$ cat src/rtl/backscatter_tx_scheduler.sv
// Trigger-aligned backscatter frame sequencer.
// A payload word is accepted, armed, and after a trigger edge plus a fixed
// preamble window it is driven MSB-first onto the RF switch at a fixed bit rate.
module backscatter_tx_scheduler #(
    parameter int unsigned FRAME_BITS   = 16,
    parameter int unsigned DELAY_CYCLES = 1920,
    parameter int unsigned BIT_CYCLES   = 10
) (
    input  logic                  clock,
    input  logic                  reset,
    input  logic                  trigger_signal,
    input  logic [FRAME_BITS-1:0] data_in,
    input  logic                  data_valid,
    output logic                  data_ready,
    output logic                  signal_into_switch,
    output logic                  tx_active,
    output logic                  bit_strobe,
    output logic                  frame_done,
    output logic                  trigger_miss
);

    localparam int unsigned DW = $clog2(DELAY_CYCLES + 1);
    localparam int unsigned HW = $clog2(BIT_CYCLES + 1);
    localparam int unsigned BW = $clog2(FRAME_BITS + 1);

    localparam logic [DW-1:0] DELAY_LAST = DW'(DELAY_CYCLES - 1);
    localparam logic [HW-1:0] HOLD_LAST  = HW'(BIT_CYCLES - 1);
    localparam logic [BW-1:0] BIT_LAST   = BW'(FRAME_BITS - 1);

    localparam logic [2:0] S_IDLE  = 3'd0;
    localparam logic [2:0] S_ARMED = 3'd1;
    localparam logic [2:0] S_DELAY = 3'd2;
    localparam logic [2:0] S_SHIFT = 3'd3;
    localparam logic [2:0] S_DONE  = 3'd4;

    logic                  trig_meta;
    logic                  trig_sync;
    logic                  trig_sync_q;
    logic                  trig_edge;

    logic [2:0]            state;
    logic [2:0]            state_nxt;
    logic [DW-1:0]         delay_cnt;
    logic [DW-1:0]         delay_nxt;
    logic [HW-1:0]         hold_cnt;
    logic [HW-1:0]         hold_nxt;
    logic [BW-1:0]         bit_cnt;
    logic [BW-1:0]         bit_nxt;
    logic [FRAME_BITS-1:0] shreg;
    logic [FRAME_BITS-1:0] shreg_nxt;
    logic [FRAME_BITS-1:0] shreg_sh;

    logic                  ready_nxt;
    logic                  sig_nxt;
    logic                  tx_nxt;
    logic                  strobe_nxt;
    logic                  done_nxt;
    logic                  miss_nxt;

    // Two-flop synchronizer plus registered rising-edge detect on the trigger.
    always_ff @(posedge clock or posedge reset) begin
        if (reset) begin
            trig_meta   <= 1'b0;
            trig_sync   <= 1'b0;
            trig_sync_q <= 1'b0;
            trig_edge   <= 1'b0;
        end else begin
            trig_meta   <= trigger_signal;
            trig_sync   <= trig_meta;
            trig_sync_q <= trig_sync;
            trig_edge   <= trig_sync & ~trig_sync_q;
        end
    end

    // Next-state, counter and output decode for the frame sequencer.
    always_comb begin
        state_nxt  = state;
        delay_nxt  = delay_cnt;
        hold_nxt   = hold_cnt;
        bit_nxt    = bit_cnt;
        shreg_nxt  = shreg;
        shreg_sh   = shreg << 1;
        ready_nxt  = data_ready;
        sig_nxt    = signal_into_switch;
        tx_nxt     = tx_active;
        strobe_nxt = 1'b0;
        done_nxt   = 1'b0;
        miss_nxt   = 1'b0;

        case (state)
            S_IDLE: begin
                ready_nxt = 1'b1;
                sig_nxt   = 1'b0;
                tx_nxt    = 1'b0;
                // No frame is armed yet, so an edge here is always lost,
                // even when a payload is accepted on the same edge.
                if (trig_edge) begin
                    miss_nxt = 1'b1;
                end
                if (data_valid && data_ready) begin
                    shreg_nxt = data_in;
                    ready_nxt = 1'b0;
                    delay_nxt = '0;
                    hold_nxt  = '0;
                    bit_nxt   = '0;
                    state_nxt = S_ARMED;
                end
            end

            S_ARMED: begin
                ready_nxt = 1'b0;
                if (trig_edge) begin
                    delay_nxt = '0;
                    state_nxt = S_DELAY;
                end
            end

            S_DELAY: begin
                if (trig_edge) begin
                    miss_nxt = 1'b1;
                end
                if (delay_cnt == DELAY_LAST) begin
                    delay_nxt  = '0;
                    hold_nxt   = '0;
                    bit_nxt    = '0;
                    sig_nxt    = shreg[FRAME_BITS-1];
                    tx_nxt     = 1'b1;
                    strobe_nxt = 1'b1;
                    state_nxt  = S_SHIFT;
                end else begin
                    delay_nxt = delay_cnt + DW'(1);
                end
            end

            S_SHIFT: begin
                if (trig_edge) begin
                    miss_nxt = 1'b1;
                end
                if (hold_cnt == HOLD_LAST) begin
                    hold_nxt = '0;
                    if (bit_cnt == BIT_LAST) begin
                        bit_nxt   = '0;
                        sig_nxt   = 1'b0;
                        tx_nxt    = 1'b0;
                        done_nxt  = 1'b1;
                        state_nxt = S_DONE;
                    end else begin
                        // Next bit follows immediately, no idle gap.
                        shreg_nxt  = shreg_sh;
                        sig_nxt    = shreg_sh[FRAME_BITS-1];
                        bit_nxt    = bit_cnt + BW'(1);
                        strobe_nxt = 1'b1;
                    end
                end else begin
                    hold_nxt = hold_cnt + HW'(1);
                end
            end

            S_DONE: begin
                if (trig_edge) begin
                    miss_nxt = 1'b1;
                end
                delay_nxt = '0;
                hold_nxt  = '0;
                bit_nxt   = '0;
                ready_nxt = 1'b1;
                state_nxt = S_IDLE;
            end

            default: begin
                delay_nxt = '0;
                hold_nxt  = '0;
                bit_nxt   = '0;
                ready_nxt = 1'b1;
                sig_nxt   = 1'b0;
                tx_nxt    = 1'b0;
                state_nxt = S_IDLE;
            end
        endcase
    end

    // State, counters, payload and registered outputs.
    always_ff @(posedge clock or posedge reset) begin
        if (reset) begin
            state              <= S_IDLE;
            delay_cnt          <= '0;
            hold_cnt           <= '0;
            bit_cnt            <= '0;
            shreg              <= '0;
            data_ready         <= 1'b1;
            signal_into_switch <= 1'b0;
            tx_active          <= 1'b0;
            bit_strobe         <= 1'b0;
            frame_done         <= 1'b0;
            trigger_miss       <= 1'b0;
        end else begin
            state              <= state_nxt;
            delay_cnt          <= delay_nxt;
            hold_cnt           <= hold_nxt;
            bit_cnt            <= bit_nxt;
            shreg              <= shreg_nxt;
            data_ready         <= ready_nxt;
            signal_into_switch <= sig_nxt;
            tx_active          <= tx_nxt;
            bit_strobe         <= strobe_nxt;
            frame_done         <= done_nxt;
            trigger_miss       <= miss_nxt;
        end
    end

endmodule

$ cat config.mk
export PLATFORM = sky130hd
export DESIGN_NAME = backscatter_tx_scheduler
export DESIGN_NICKNAME = d
export VERILOG_FILES = /design/src/rtl/backscatter_tx_scheduler.sv
export SDC_FILE = /design/constraint.sdc
export NUM_CORES = 1
export LEC_CHECK = 0
export BUFFER_PORTS_ARGS = -buffer_cell sky130_fd_sc_hd__buf_2
export CAP_MARGIN = 20
export CORE_ASPECT_RATIO = 0.75
export CORE_MARGIN = 2
export CORE_UTILIZATION = 35
export CTS_CLUSTER_DIAMETER = 150
export DETAILED_ROUTE_END_ITERATION = 16
export PLACE_DENSITY = 0.57
export SLEW_MARGIN = 20
export SYNTH_ARGS = -nofsm -noshare
export SYNTH_HDL_FRONTEND = slang
export SYNTH_SLANG_ARGS = --single-unit
$ cat constraint.sdc
create_clock -name clock -period 5 [get_ports clock]
set_input_delay 0.5 -clock clock [delete_from_list [all_inputs] [get_ports clock]]
set_output_delay 0.5 -clock clock [all_outputs]
set_load 0.01 [all_outputs]
; ---- Word level (Yosys, flattened, before mapping)
; Index checks and enable logic that the tools add are counted.
[word_totals]
reg_bits = 49
output_inout_bits = 6
inputBits = 20
elab_cells = 91
[op_classes]
addsub = 3
n_reduce_logical = 13
mux = 42
bitwise_logic = 5
eq_ne = 13
[op_table]
columns = cell, count
row1 = $mux 16, 3
row2 = $pmux 11 s4, 1
row3 = $mux 11, 3
row4 = $pmux 16 s2, 1
row5 = $mux 5, 4
row6 = $pmux 5 s4, 1
row7 = $pmux 4 s4, 1
row8 = $mux 1, 15
row9 = $mux 3, 5
row10 = $mux 4, 3
row11 = $ne 2x2->1 const B, 6
row12 = $pmux 3 s4, 1
row13 = $reduce_and 4->1, 3
row14 = $add 11x1->11 const B, 1
row15 = $eq 11x11->1 const B, 1
row16 = $pmux 1 s3, 3
row17 = $reduce_and 3->1, 3
row18 = $eq 3x2->1 const B, 2
row19 = $add 5x1->5 const B, 1
row20 = $eq 5x4->1 const B, 1
row21 = $reduce_and 5->1, 1
row22 = $add 4x1->4 const B, 1
row23 = $eq 4x4->1 const B, 1
row24 = $not 1->1, 4
row25 = 9 further kinds, 10

; ---- Logic depth before layout (Yosys ltp)
; Gate-level depths: netlist of the first run.
[depth]
ltp_word = 4
depth_mapped = 9
ltp_nobuf = 7

; ---- Worst setup path after synthesis of the first run
; Ideal clock, no wire load.
[synth_path]
path_type = reg-to-reg
from = register delay_cnt[0]
to = register signal_into_switch
t_required_ns = 4.924
path_stages_with_launch = 8
n_path_buf = 1
setup_time_ns = 0.076
arrival_ns = 1.584
setup_slack_ns = 3.340
period_less_slack_ns = 1.660
path_cell_list = dfrtp_1 > ha_1 > nand3_1 > o31ai_4 > buf_6 > nand2_2 > o31a_1 > o21ai_1
[synth_between]
elab_chain_len = 3
[synth_rtl]
columns = element, line
row1 = "start, declared", 43  ; logic [DW-1:0] delay_cnt;
row2 = "start signal, assigned", 198  ; delay_cnt <= delay_nxt;
row3 = $eq 11x11->1, 122  ; if (delay_cnt == DELAY_LAST) begin
row4 = $ne 2x2->1 (no source line), n/a
row5 = $reduce_and 3->1 (no source line), n/a
row6 = "end signal, assigned", 203  ; signal_into_switch <= sig_nxt;
row7 = "end, declared", 15  ; output logic signal_into_switch,
; No other way between the ends.
; A chain may end at the register's enable or synchronous reset.

; ---- Worst setup path after layout of the first run
[layout_path]
from = register state[2]
to = register state[0]
[layout_between]
elab_chain_len = 3
word_cells_on_any_way = 11
cone_classes = eq/ne (8) / mux (1) / reduce/logical (2)
[layout_rtl]
columns = element, line
row1 = "start, declared", 41  ; logic [2:0] state;
row2 = "start signal, assigned", 197  ; state <= state_nxt;
row3 = $eq 3x1->1 (tied with other cells), 90  ; case (state)
row4 = $ne 2x2->1 (no source line), n/a
row5 = $reduce_and 5->1 (no source line), n/a
; Several ways; a longest one is shown, not always the timed one.

==> results of run 1 <==
## flip-flops by register name (all words and copies together), names as in the netlist
signal and cells:
bit_cnt 5, bit_strobe 1, data_ready 1, delay_cnt 11
frame_done 1, hold_cnt 4, shreg 16, signal_into_switch 1
state 3, trig_edge 1, trig_meta 1, trig_sync 1
trig_sync_q 1, trigger_miss 1, tx_active 1
## layout make-up
type,count,area [sq um]
clock buffers,7,86.3
multi-input cells,192,1120
flip-flops and latches,49,1230
well taps,84,105
inverters,6,23.8
repair buffers,25,125
fillers,684,4080
clock inverters,1,30.0
## worst register-to-register path, delay by kind of cell (launching register included)
kind | cells | cell delay, ns
flip-flops | 1 | 0.68
AO/OA/AOI/OAI | 3 | 0.78
AND/OR/NAND/NOR | 1 | 0.78
## worst max path at each step
stage	from	endpoint	slack [ns]	depth (start not counted)
3_5_place_dp	hold_cnt[1]$_DFFE_PP0P_	shreg[14]$_DFFE_PP0P_	2.60	6
5_1_grt	state[0]$_DFFE_PP0P_	state[0]$_DFFE_PP0P_	2.37	4
2_1_floorplan	reset	bit_cnt[0]$_DFFE_PP0P_	3.33	1
3_3_place_gp	state[0]$_DFFE_PP0P_	shreg[5]$_DFFE_PP0P_	2.64	4
4_1_cts	hold_cnt[1]$_DFFE_PP0P_	shreg[14]$_DFFE_PP0P_	2.58	6
6_report	state[2]$_DFFE_PP0P_	state[0]$_DFFE_PP0P_	2.67	4
## kinds of logic after synthesis
logic type,count (synthesis),share of synthesized area (%)
compound gates,73,19.4
xor+xnor,4,1.42
fa+ha+maj,4,2.03
buf+inv,22,4.88
flops,49,49.9
simple gates,111,22.4
## layer usage
metal / GRT usage, % / wire length (um) / vias to the layer above
met5: 0 / 0 / -
met3: 3.30 / 228 / 8
met1: 21.6 / 2640 / 878
met2: 18.9 / 1960 / 39
li1: - / - / 956
met4: 4.79 / 63 / 0
## stage by stage
step | power [mW] | utilization, %
finish | 1.41 | 40.0
CTS | 1.43 | 39.9
detailed placement | 1.13 | 38.2
global route | 1.54 | 40.0
global placement | 1.12 | 38.2
floorplan | 1.04 | -
## report_power, final
part / switching [mW] / total (mW) / internal, mW
Clock: 0.128 / 0.291 / 0.163
Combinational: 0.308 / 0.505 / 0.198
Sequential: 0.115 / 0.617 / 0.502
## layout by cell type (no fill, tap or decap), types with 3 or more instances in the layout
master	instances
sky130_fd_sc_hd__and3b_1	3
sky130_fd_sc_hd__ha_1	4
sky130_fd_sc_hd__nor2b_1	6
sky130_fd_sc_hd__nand2_1	47
sky130_fd_sc_hd__nand3_1	8
sky130_fd_sc_hd__buf_2	25
sky130_fd_sc_hd__a31oi_1	17
sky130_fd_sc_hd__clkbuf_8	6
sky130_fd_sc_hd__nor2_1	23
sky130_fd_sc_hd__o21ai_0	23
sky130_fd_sc_hd__nor3_1	3
sky130_fd_sc_hd__xor2_1	3
sky130_fd_sc_hd__inv_1	5
sky130_fd_sc_hd__dfrtp_1	48
sky130_fd_sc_hd__a21oi_1	8
sky130_fd_sc_hd__o31ai_1	6
==> flow_metrics.py, run 1 <==
metrics = {
    "outcome": {
        "outcome": "complete, no violations",
    },
    "routing": {
        "route.detailed.drc": 0,
        "post_drt_wl_per_cell_um": 13.4,
        "dr.first_iter.drc_count": 117,
        "drt-total-wl_um": 4890,
        "detailedRoute.firstPassIterationCount": 4,
        "post_detailed_route_count_of_antenna_violating_nets": 0,
        "route.vias.total": 1881,
        "viasPerCell": 5.17,
    },
    "placement": {
        "hpwlAfterDp_um": 3310,
        "numPlacedInstances": 356,
        "io_buffer_count": 25,
        "placed_area_sq_um": 2600,
        "placement.setup.worst_slack_ns": 2.60,
        "place_congestion": 0.751,
    },
    "sta": {
        "setup_viol_count_final": 0,
        "worstMarginPinSlew_ns": 0.827,
        "maxSlewHeadroom_pct": 44.8,
        "clock-skew-final_ns": 0.00459,
        "fin_tns_setup_ns": 0,
        "post-route-worst-setup-slack_ns": 2.67,
        "fmax_mhz": 429,
        "timing.hold.ws_ns": 0.300,
        "timing.final.max_slew_violations": 0,
        "period_needed_ns": 2.33,
        "finalHoldViolCount": 0,
        "grt_setup_unrepaired": "no",
        "period_share_pct": 46.6,
    },
    "synthesis": {
        "synth_edf_count": 0,
        "synth_area_per_cell_sq_um": 9.36,
        "post_synth_instance_area_sq_um": 2460,
        "synth_largest_type_area_fraction_pct": 48.8,
        "synthMostInstantiatedCell": "sky130_fd_sc_hd__dfrtp_1",
        "synthTopCellsByArea": "sky130_fd_sc_hd__dfrtp_1 (49%), sky130_fd_sc_hd__nand2_1 (7.2%), sky130_fd_sc_hd__o21ai_0 (4.7%)",
        "synth_async_sr_flop_share_pct": 100,
        "post_synth_num_cell_types": 50,
        "ys_seq_area_share_pct": 49.9,
        "synth_cells": 263,
        "yosys_most_used_dff": "sky130_fd_sc_hd__dfrtp_1",
        "yosysTopAreaCell": "sky130_fd_sc_hd__dfrtp_1",
        "synth_commonest_cells": "sky130_fd_sc_hd__dfrtp_1 (48), sky130_fd_sc_hd__nand2_1 (47), sky130_fd_sc_hd__nor2_1 (23), sky130_fd_sc_hd__o21ai_0 (23), sky130_fd_sc_hd__a31oi_1 (17)",
        "synth_nets": 287,
        "ys_ff_latch": 49,
        "ys_warn_count": 0,
    },
    "worst_setup_path": {
        "crit_family": "simple AND/OR/NAND/NOR gates",
        "reg2reg_slack_ns": 2.67,
        "highest_delay_cell_along_the_critical_path": "sky130_fd_sc_hd__nand3b_1",
        "data_arrival_at_the_endpoint_of_the_critical_path_ns": 2.54,
        "setup.worst_path.start_class": "flip-flop",
        "crit_path_end_kind": "flip-flop",
        "path_class": "reg2reg",
        "max_fanout_on_critical_path": 21,
        "worstPathBufferInverterCount": 0,
        "r2r-start": "state[2]$_DFFE_PP0P_",
        "worstPathCellList": "nand3b_1, a21oi_1, o21ai_0, o31ai_1",
        "critical-path-max-stage-delay_ns": 0.78,
        "rr_endpoint": "state[0]$_DFFE_PP0P_",
        "critical_path_required_ns": 5.21,
        "r2r.worst_path.cells": 4,
    },
    "grt": {
        "first_global_vias": 1809,
        "track_usage_pct": 14.0,
        "pin_count_of_the_biggest_net_entering_global_routing": 50,
        "globalRouteOverflowTotal": 0,
        "grt_antenna_before_repair": 0,
        "grt_first_pass_wirelength_um": 8610,
    },
    "clock_network": {
        "max-clock-path-buffers": 2,
        "clkTransAtPathRegs_ns": 0.09,
        "tritoncts": "built",
        "post_cts_resized": 0,
        "clk_tree_root_cell": "sky130_fd_sc_hd__clkbuf_8",
        "cts-hold-fix-buffers": 0,
        "cts_setup_buffers": 0,
        "numCtsBuffers": 5,
        "tritoncts_sinks": 49,
        "insertion_delay_ns": 0.30,
        "clock_tree.htree_level_count": 2,
    },
    "job": {
        "max_cap_violations": 0,
    },
    "floorplan": {
        "die_w_um": 101,
        "core-area_sq_um": 6800,
        "die-height_um": 76.6,
        "num_rows": 26,
        "dieArea_sq_um": 7730,
        "initial_utilization_pct": 36.2,
        "top_level_ports": 26,
    },
    "cells_and_area": {
        "post_route_insts_no_fill": 364,
        "syn2layout_area_growth_pct": 10.6,
        "num-nets-final": 303,
        "final_layout_size_suffix_gt1_share_pct": 16.8,
        "design_area_sq_um": 2720,
        "diode_count": 0,
    },
    "min_path": {
        "worst_hold_path.num_cells": 1,
        "holdCritPathClass": "in2reg",
        "whs_endpoint": "trig_meta$_DFF_PP0_",
        "timing.hold.worst.start": "trigger_signal",
    },
    "power_and_ir_drop": {
        "pwr_density_cell_nw_per_um2": 519,
        "cellLeakagePower_nw": 1.20,
        "power.ir.vdd_worst_uv": 147,
    },
}
(Power assumes the default switching activity.)
==> run 2, diff against run 1 <==
Settings changed: PLACE_DENSITY 0.57 to 0.59.
Clock period 5 ns to 2.03 ns, I/O delays scaled along.
==> flow_metrics.py, run 2 (synthesized netlist as in run 1, its figures left out) <==
metrics = {
    "outcome": {
        "outcome": "complete, no violations",
    },
    "worst_setup_path": {
        "data_arrival_at_the_endpoint_of_the_critical_path_ns": 2.10,
        "critical_path_start": "state[0]$_DFFE_PP0P_",
        "r2r-start": "state[0]$_DFFE_PP0P_",
        "r2r.worst_path.cells": 5,
        "setup.worst_path.start_class": "flip-flop",
        "critical_path_required_ns": 2.25,
        "path_class": "reg2reg",
        "crit_path_end_kind": "flip-flop",
        "cp-endpoint": "hold_cnt[2]$_DFFE_PP0P_",
        "max_fanout_on_critical_path": 11,
        "rr_endpoint": "hold_cnt[2]$_DFFE_PP0P_",
        "reg2reg_slack_ns": 0.15,
    },
    "cells_and_area": {
        "diode_count": 0,
        "seqCellArea_sq_um": 1230,
        "largest_register_ff_count": 16,
        "final.fill_count": 691,
        "registers.top_by_ff_count": "shreg",
        "utilization_pct": 41.6,
        "mostFrequentLayoutCell": "sky130_fd_sc_hd__dfrtp_1",
        "num-nets-final": 316,
        "multiInputGateArea_sq_um": 1120,
        "final_cell_mix": "sky130_fd_sc_hd__dfrtp_1 (48), sky130_fd_sc_hd__nand2_1 (47), sky130_fd_sc_hd__buf_2 (25), sky130_fd_sc_hd__nor2_1 (23), sky130_fd_sc_hd__o21ai_0 (23)",
        "reg_top3": "shreg x16, delay_cnt x11, bit_cnt x5",
        "final_layout_size_suffix_gt1_share_pct": 19.8,
        "syn2layout_area_growth_pct": 14.9,
    },
    "clock_network": {
        "tritoncts": "built",
        "clock_tree.htree_level_count": 2,
        "clk_tree_root_cell": "sky130_fd_sc_hd__clkbuf_8",
        "clkTransAtPathRegs_ns": 0.09,
        "max-clock-path-buffers": 2,
        "post_cts_resized": 0,
        "insertion_delay_ns": 0.30,
        "tritoncts_sinks": 49,
        "cts_setup_buffers": 0,
        "numCtsBuffers": 5,
    },
    "routing": {
        "post_drt_wl_per_cell_um": 13.7,
        "post_detailed_route_count_of_antenna_violating_nets": 0,
        "dr.first_iter.drc_count": 109,
        "detailedRoute.firstPassIterationCount": 4,
        "drt-total-wl_um": 5160,
        "route.detailed.drc": 0,
        "route.vias.total": 1947,
        "viasPerCell": 5.16,
    },
    "grt": {
        "first_global_vias": 1852,
        "globalRouteMet2Util_pct": 20.5,
        "grt_first_pass_wirelength_um": 8960,
        "track_usage_pct": 14.8,
        "grtUsageMet3_pct": 3.12,
        "globalRouteOverflowTotal": 0,
        "busiest_layer": "met1",
        "grt_antenna_before_repair": 0,
        "gr-usage-met1_pct": 22.4,
        "pin_count_of_the_biggest_net_entering_global_routing": 32,
    },
    "placement": {
        "io_buffer_count": 25,
        "hpwlAfterDp_um": 3720,
        "place_congestion": 0.768,
    },
    "sta": {
        "maxSlewHeadroom_pct": 62.2,
        "finalHoldViolCount": 0,
        "clock-skew-final_ns": 0.00882,
        "period_needed_ns": 1.88,
        "timing.final.max_slew_violations": 0,
        "grt_setup_unrepaired": "no",
        "period_share_pct": 92.5,
        "worstMarginPinSlew_ns": 0.567,
        "fmax_mhz": 532,
        "fin_tns_setup_ns": 0,
        "setup_viol_count_final": 0,
        "timing.hold.ws_ns": 0.126,
    },
    "floorplan": {
        "dieArea_sq_um": 7730,
        "die_w_um": 101,
        "core-area_sq_um": 6800,
        "die-height_um": 76.6,
        "initial_utilization_pct": 36.2,
        "top_level_ports": 26,
        "num_rows": 26,
    },
    "job": {
        "max_cap_violations": 0,
    },
    "power_and_ir_drop": {
        "cellLeakagePower_nw": 1.26,
        "sequentialPowerShare_pct": 40.4,
        "power_frac_comb_pct": 39.7,
        "pwr_density_cell_nw_per_um2": 1270,
        "power.share.switching_pct": 38.7,
        "switching_power_summed_over_all_nets_mw": 1.39,
        "power.ir.vdd_worst_uv": 471,
        "p_int_mw": 2.20,
        "power.clock.fraction_pct": 20.0,
    },
    "min_path": {
        "holdCritPathClass": "in2reg",
    },
}
==> run 2: cell count changes in the layout (fill, tap and decap cells not counted), sizes merged <==
cell,change
buf,+11
clkinv,-1
dlygate4sd3,+2
inv,+1
==> run 2: layout make-up <==
type | count | share of cell area, %
clock buffers | 7 | 3.05
clock inverters | 1 | 1.06
inverters | 6 | 0.796
multi-input cells | 192 | 39.5
flip-flops and latches | 49 | 43.4
well taps | 84 | 3.72
repair buffers | 38 | 8.49
==> run 2: what timing repair did <==
item                                    in CTS  in global routing
hold endpoints to repair                    20                  1
hold buffers                                 1                  1
endpoints found under the setup margin       0                  1
==> run 2: power groups by stage <==
stage | clock network (mW) | logic [mW] | registers, mW
global route | 0.784 | 1.63 | 1.49
floorplan | 0 | 1.17 | 1.40
CTS | 0.747 | 1.44 | 1.45
detailed placement | 0 | 1.43 | 1.47
global placement | 0 | 1.41 | 1.45
finish | 0.716 | 1.42 | 1.45
==> run 2: how the worst min path moves through the flow <==
stage	from	end	slack, ns	cells after the start
final	data_in[0]	shreg[0]$_DFFE_PP0P_	0.13	3
after global routing	data_in[9]	shreg[9]$_DFFE_PP0P_	0.15	3
after CTS	trigger_signal	trig_meta$_DFF_PP0_	0.0004	1
after detailed placement	reset	shreg[12]$_DFFE_PP0P_	0.25	2
after global placement	reset	shreg[12]$_DFFE_PP0P_	0.24	2
after floorplan	trigger_signal	trig_meta$_DFF_PP0_	0.23	0
==> run 2: metal layers <==
layer,up-vias,part of all wire [%]
met4,0,1.3
li1,978,-
met5,-,0
met3,5,2.6
met1,943,54
met2,21,42
==> run 2: worst max-delay path, cell delays in order (launching register included) <==
cell	delay [ns]
sky130_fd_sc_hd__dfrtp_1	0.62
sky130_fd_sc_hd__and3b_1	0.29
sky130_fd_sc_hd__or2_2	0.33
sky130_fd_sc_hd__a21oi_2	0.33
sky130_fd_sc_hd__o21ai_0	0.14
sky130_fd_sc_hd__o21ai_0	0.08
==> run 2: metrics by stage <==
stage	worst slack, ns	std cells	instance area [sq um]	power [mW]
2_1_floorplan	0.370	263	2460	2.57
3_3_place_gp	0.209	367	2690	2.86
3_5_place_dp	0.134	367	2690	2.90
4_1_cts	0.125	376	2820	3.64
5_1_grt	0.0320	377	2830	3.90
6_report	0.152	377	2830	3.59
